**src/rtl/led_pwm_ctrl.sv**
```systemverilog
// LED brightness/fade driver: free-running PWM with period-boundary sampling of
// the LED pattern and a per-period ramp of the current duty toward a target.
module led_pwm_ctrl #(
    parameter int PWM_BITS   = 8,
    parameter int FADE_STEP  = 1,
    parameter bit ACTIVE_LOW = 1'b1
) (
    input  logic                clk,
    input  logic                reset_n,
    input  logic [7:0]          led_in,
    input  logic [PWM_BITS-1:0] duty_target,
    input  logic                duty_we,
    output logic [7:0]          led,
    output logic                period_tick,
    output logic                fading,
    output logic [1:0]          fade_state
);

    typedef enum logic [1:0] {
        IDLE = 2'd0,
        UP   = 2'd1,
        DOWN = 2'd2
    } fade_state_t;

    localparam logic [PWM_BITS-1:0] CNT_MAX = '1;
    localparam logic [PWM_BITS:0]   STEP    = (PWM_BITS + 1)'(FADE_STEP);
    localparam logic [7:0]          LED_OFF = {8{ACTIVE_LOW}};

    logic [PWM_BITS-1:0] cnt, cnt_d;
    logic [PWM_BITS-1:0] cur, cur_d;
    logic [PWM_BITS-1:0] tgt, tgt_d;
    logic [7:0]          pat, pat_d;
    logic [7:0]          led_d;
    logic [PWM_BITS:0]   up_sum;
    logic [PWM_BITS:0]   down_gap;
    logic                boundary;
    fade_state_t         state, state_d;

    // state always mirrors the cur/tgt comparison, so the step taken at a
    // boundary uses the target as it stood before any same-cycle write.
    always_comb begin
        boundary = (cnt == CNT_MAX);
        cnt_d    = cnt + 1'b1;
        tgt_d    = duty_we ? duty_target : tgt;
        pat_d    = boundary ? led_in : pat;
        up_sum   = {1'b0, cur} + STEP;
        down_gap = {1'b0, cur - tgt};
        cur_d    = cur;
        if (boundary) begin
            case (state)
                UP:      cur_d = (up_sum > {1'b0, tgt}) ? tgt : up_sum[PWM_BITS-1:0];
                DOWN:    cur_d = (down_gap <= STEP) ? tgt : cur - STEP[PWM_BITS-1:0];
                default: cur_d = cur;
            endcase
        end
        state_d = IDLE;
        if (cur_d < tgt_d) begin
            state_d = UP;
        end else if (cur_d > tgt_d) begin
            state_d = DOWN;
        end
        led_d = (pat & {8{cnt < cur}}) ^ LED_OFF;
    end

    always_ff @(posedge clk) begin
        if (!reset_n) begin
            cnt         <= '0;
            cur         <= '0;
            tgt         <= '0;
            pat         <= '0;
            state       <= IDLE;
            led         <= LED_OFF;
            period_tick <= 1'b0;
            fading      <= 1'b0;
        end else begin
            cnt         <= cnt_d;
            cur         <= cur_d;
            tgt         <= tgt_d;
            pat         <= pat_d;
            state       <= state_d;
            led         <= led_d;
            period_tick <= (cnt_d == CNT_MAX);
            fading      <= (cur_d != tgt_d);
        end
    end

    assign fade_state = state;

endmodule

```
**config.mk**
```make
export PLATFORM = sky130hd
export DESIGN_NAME = led_pwm_ctrl
export DESIGN_NICKNAME = d
export VERILOG_FILES = /design/src/rtl/led_pwm_ctrl.sv
export SDC_FILE = /design/constraint.sdc
export NUM_CORES = 1
export LEC_CHECK = 0
export CORE_ASPECT_RATIO = 0.7
export CORE_MARGIN = 4
export CORE_UTILIZATION = 35
export DETAILED_ROUTE_END_ITERATION = 6
export PLACE_DENSITY_LB_ADDON = 0.25
export SLEW_MARGIN = 20
export SYNTH_ARGS = -nofsm -noshare
export SYNTH_HDL_FRONTEND = slang
export SYNTH_SLANG_ARGS = --single-unit
```
**constraint.sdc**
```tcl
create_clock -name clk -period 4.57 [get_ports clk]
set_clock_uncertainty 0.05 [all_clocks]
set_input_delay 0.914 -clock clk [delete_from_list [all_inputs] [get_ports clk]]
set_output_delay 0.914 -clock clk [all_outputs]
set_load 0.01 [all_outputs]
```
Word level (Yosys, flattened, before mapping):

Cells that the tools add are included.

* bitwise logic cells: 3
* $lt $le $gt $ge: 5
* muxes and demuxes: 7
* add/subtract/negate cells: 4
* eq/ne operators: 5
* reductions and logical operators: 1

Operators by type and width (count)
* $mux W8: 4
* $eq A8 B8 Y1 const B: 2
* $lt A8 B8 Y1: 2
* $pmux W8 S2: 1
* $add A8 B1 Y9 const B: 1
* $gt A9 B8 Y1: 1
* $add A8 B1 Y8 const B: 1
* $and A8 B8 Y8: 1
* $gt A8 B8 Y1: 1
* $le A8 B1 Y1 const B: 1
* $ne A8 B8 Y1: 1
* $not A8 Y8: 1
* $sub A8 B1 Y8 const B: 1
* $sub A8 B8 Y8: 1
* $eq A2 B1 Y1 const B: 1
* $eq A2 B2 Y1 const B: 1
* $mux W2: 1
* $reduce_or A2 Y1: 1
* $mux W1: 1
* $not A1 Y1: 1

* flip-flop bits (word level): 44
* output and inout port bits: 12

Depth between registers and ports, before layout:

* word-level depth: 8
* gate-level depth with buffers: 21
* mapped depth without buffers: 20

Least setup slack after synthesis:

OpenSTA, ideal clock, no wires.

* path kind: register -> register
* start point: reg cur[0]
* end point: reg state[0] (netlist: fade_state[0])
* arrival: 3949 ps
* cell stages (with the launch flop): 20
* clock period less this slack: 4059 ps
* required time: 4461 ps
* path buffers: 1
* slack: 511 ps
* cell sequence: dfxtp_1 clkbuf_1 inv_1 ha_1 fa_1 nand2b_1 a21oi_1 mux2i_1 nand3_1 nor3_4 mux2_2 o221ai_1 ha_1 nor2b_1 o21ai_0 nand2b_1 a21oi_1 nor2_1 a211oi_1 and2_1

* word-level cells in the longest chain between the ends: 7
* elaborated cells between the ends (all ways): 11
* those cells by class: add/sub: 3; order compare: 3; mux: 5

RTL lines
* from (decl): line 30 `logic [PWM_BITS-1:0] cur, cur_d;`
* from (signal assigned): line 77 `cur <= cur_d;`
* $add A8 B1 Y9 / $sub A8 B8 Y8 (equally long branches): line 46, 47
* $gt A9 B8 Y1 / $le A8 B1 Y1 (equally long branches): line 51, 52
* $mux W8 (on tied branches): line 51, 52
* $pmux W8 S2 (*): line 50 `case (state)`
* $mux W8 (*): line 49 `if (boundary) begin`
* named net cur_d[1]: line 30
* $lt A8 B8 Y1 (*): line 57 `if (cur_d < tgt_d) begin`
* $mux W1 (*): line 57
* to (signal assigned): line 80 `state <= state_d;`
* to (decl): line 37 `fade_state_t state, state_d;`

The timed path passes the listed nets; every way through them passes the cells marked *.
A chain may end at the register's enable or synchronous reset.

Worst setup path after layout:

* start point: reg cur[1]
* end point: reg state[0] (netlist: fade_state[0])

Same word-level chain as after synthesis.

==> impl_metrics.toml <==
[critical_path]
critical-path-top-delay-family = "compound AO/OA/AOI/OAI gates"
cp.arrival_ps = 4320
slowest_stage = "dfxtp_1"
cp-end-kind = "flip-flop"
cp.buffers_inverters = 1
r2r_cells = 16
path_class = "flip-flop to flip-flop"
cp.required_ps = 4760
slowest_delay_ps = 540
setup.worst_path.start_class = "flip-flop"
cp_max_fo = 11
rrSetupSlack_ps = 440
reg2reg_to = "fade_state[0]"
cp_cell_sequence = "ha_1 > nand3_1 > xnor2_1 > ha_1 > a211oi_1 > nor2_1 > nor4_1 > o32ai_1 > buf_4 > a311oi_1 > a21oi_1 > ha_1 > a21o_1 > a21o_1 > a211oi_1 > and2_1"
crit_path_frequent_cell = "ha_1"
rr_startpoint = "cur[1]"

[logic_synthesis]
ys_async_sr_fraction_pct = 0
ys_seq_area_share_pct = 29.2
synth_seq_cells = 44
yosys_warnings = 0
synth_area_sq_mm = 0.00302
syn_nets = 417
syn_area_per_cell_sq_um = 8.37
synth_edf_count = 0
ys_types = 45
synth_ff_type = "dfxtp_1"
synth_cells = 361

[clock_network]
cts.sinks = 44
cts_made_buffers = 5
htreeDepth = 2
clockBufferDepth = 2
hold_buffers = 0
tritoncts = "yes"
clk_latency_ps = 290
clkTransAtPathRegs_ps = 60
post-cts-setup-buffers = 0
clockRootBuffer = "clkbuf_16"

[pwr]
power_mw = 0.947
power_density_mw_per_mm2 = 261
vdd_drop_max_mv = 0.277
leakagePower_nw = 1.43

[timing]
tns_ps = 0
max_slew_margin_pct = 38.3
timing.final.crit_share_pct = 90.4
finalMaxSlewViolations = 0
holdWs_ps = 328
worstMarginPinSlew_ps = 921
rsz0062_at_grt = "false"
fmax_ghz = 0.242
period_needed_ps = 4130
setup_viol = 0
hold_viol = 0

[min_path]
hold_end = "led[2]"
hp-start = "pat[2]"
whs_path_depth = 1
hold_path.class = "flip-flop to flip-flop"

[floorplan]
rows = 28
start_util_pct = 35.8
dieArea_sq_mm = 0.0102
fp.dieH_microns = 85.7
io_pins = 31
fp.coreArea_sq_mm = 0.00844
die_w_microns = 119

[routing]
wl_per_cell_microns = 14.9
drt_iter0_markers = 148
drt_wl_total_mm = 7.61
detail-route-antenna-nets = 0
firstDrtPassIters = 4
vias = 2604
vias_per_cell = 5.10
post-route-drc-count = 0

[run]
cap_violations = 0

[finish]
area_growth_syn_to_layout_pct = 20.3
layout_common_cells = "dfxtp_1, nand2_1, nor2_1, ha_1, clkdlybuf4s50_1"
nets = 446
final_common_cell = "dfxtp_1"
drive_gt1_share_pct = 6.65
antennaDiodeCount = 0
post-route-util_pct = 43.0

[placed_design]
io_buffer_count = 30
dp_hpwl_mm = 5.94
gp_congestion = 0.857

[status]
status = "completed"

[global_routing]
antenna_found_initial = 0
grt_pass1_vias = 2606
grt_use_total_pct = 15.8
grt_pass1_wl_mm = 13.0
grt-ovfl-total = 0
grt_max_degree = 29
-- logic make-up after synthesis --
family          after synthesis  synth area share [%]
compound gates               67                  15.5
buf+inv                      37                  4.72
xor+xnor                     20                  5.80
mux                          30                  10.0
simple gates                126                  19.3
flops                        44                  29.2
fa+ha+maj                    37                  15.6
-- state kept, by name, summed over array words and instances (netlist names) --
| signal | cells |
|---|---|
| cnt | 8 |
| cur | 8 |
| fade_state | 2 |
| fading | 1 |
| led | 8 |
| pat | 8 |
| period_tick | 1 |
| tgt | 8 |
-- through the flow --
| stage | setup WS (ps) | area [sq um] | std cells |
|---|---|---|---|
| CTS | 366 | 3630 | 511 |
| floorplan | 511 | 3020 | 361 |
| detailed placement | 379 | 3460 | 503 |
| finish | 439 | 3630 | 511 |
| global placement | 565 | 3460 | 503 |
| global route | 136 | 3630 | 511 |
-- cell usage after synthesis, types with 2 or more instances --
library cell | count | share of area [%]
a2bb2oi_1 | 3 | 0.87
nor3_1 | 6 | 0.99
nor2b_1 | 3 | 0.62
buf_2 | 3 | 0.50
xnor2_1 | 17 | 4.9
o221a_2 | 2 | 0.75
and3_1 | 2 | 0.41
dfxtp_1 | 44 | 29
mux2_2 | 2 | 0.75
mux2i_1 | 28 | 9.3
nand2_1 | 41 | 5.1
a21oi_1 | 11 | 1.8
o21ba_2 | 3 | 0.99
nor2_1 | 37 | 4.6
inv_1 | 23 | 2.9
nand4_1 | 5 | 1.0
or3_1 | 2 | 0.41
a211oi_1 | 4 | 0.99
xor2_1 | 3 | 0.87
nand2b_1 | 5 | 1.0
o31a_1 | 4 | 1.2
nor4_1 | 4 | 0.83
o21bai_1 | 3 | 0.75
a31oi_1 | 2 | 0.41
nand3_1 | 14 | 2.3
clkbuf_1 | 11 | 1.4
o21ai_0 | 18 | 3.0
ha_1 | 36 | 15
a21o_1 | 7 | 1.7
and2_1 | 3 | 0.62
-- metal layers --
metal | global-route usage (%) | up-vias | wire length [microns]
met3 | 3.63 | 4 | 449
met5 | 0 | - | 0
li1 | - | 1318 | -
met2 | 21.9 | 63 | 2950
met1 | 24.8 | 1219 | 4160
met4 | 2.63 | 0 | 49
-- timing repair --
item / in CTS / in global routing
resized for setup: 0 / 1
hold endpoints to repair: 0 / 0
endpoints found under the setup margin: 0 / 1
-- cell type report --
type | count | area, sq um
tap | 120 | 150
multi-input combinational | 280 | 2000
sequential | 44 | 882
clock inverter | 3 | 47.5
inverter | 23 | 86.3
fill | 851 | 4810
timing repair buffer | 36 | 345
clock buffer | 5 | 125
-- how the worst max path moves through the flow --
stage / cells after the start / from / end
final: 16 / cur[1] / fade_state[0]
after detailed placement: 18 / cur[0] / fade_state[0]
after CTS: 18 / cur[0] / fade_state[0]
after global routing: 19 / cur[1] / fade_state[0]
after global placement: 16 / cur[0] / fade_state[0]
after floorplan: 19 / cur[0] / fade_state[0]
-- power by group --
| group | switching, mW | internal [mW] |
|---|---|---|
| logic | 0.0686 | 0.0603 |
| clock network | 0.157 | 0.260 |
| registers | 0.0105 | 0.391 |
(Power assumes the default switching activity.)
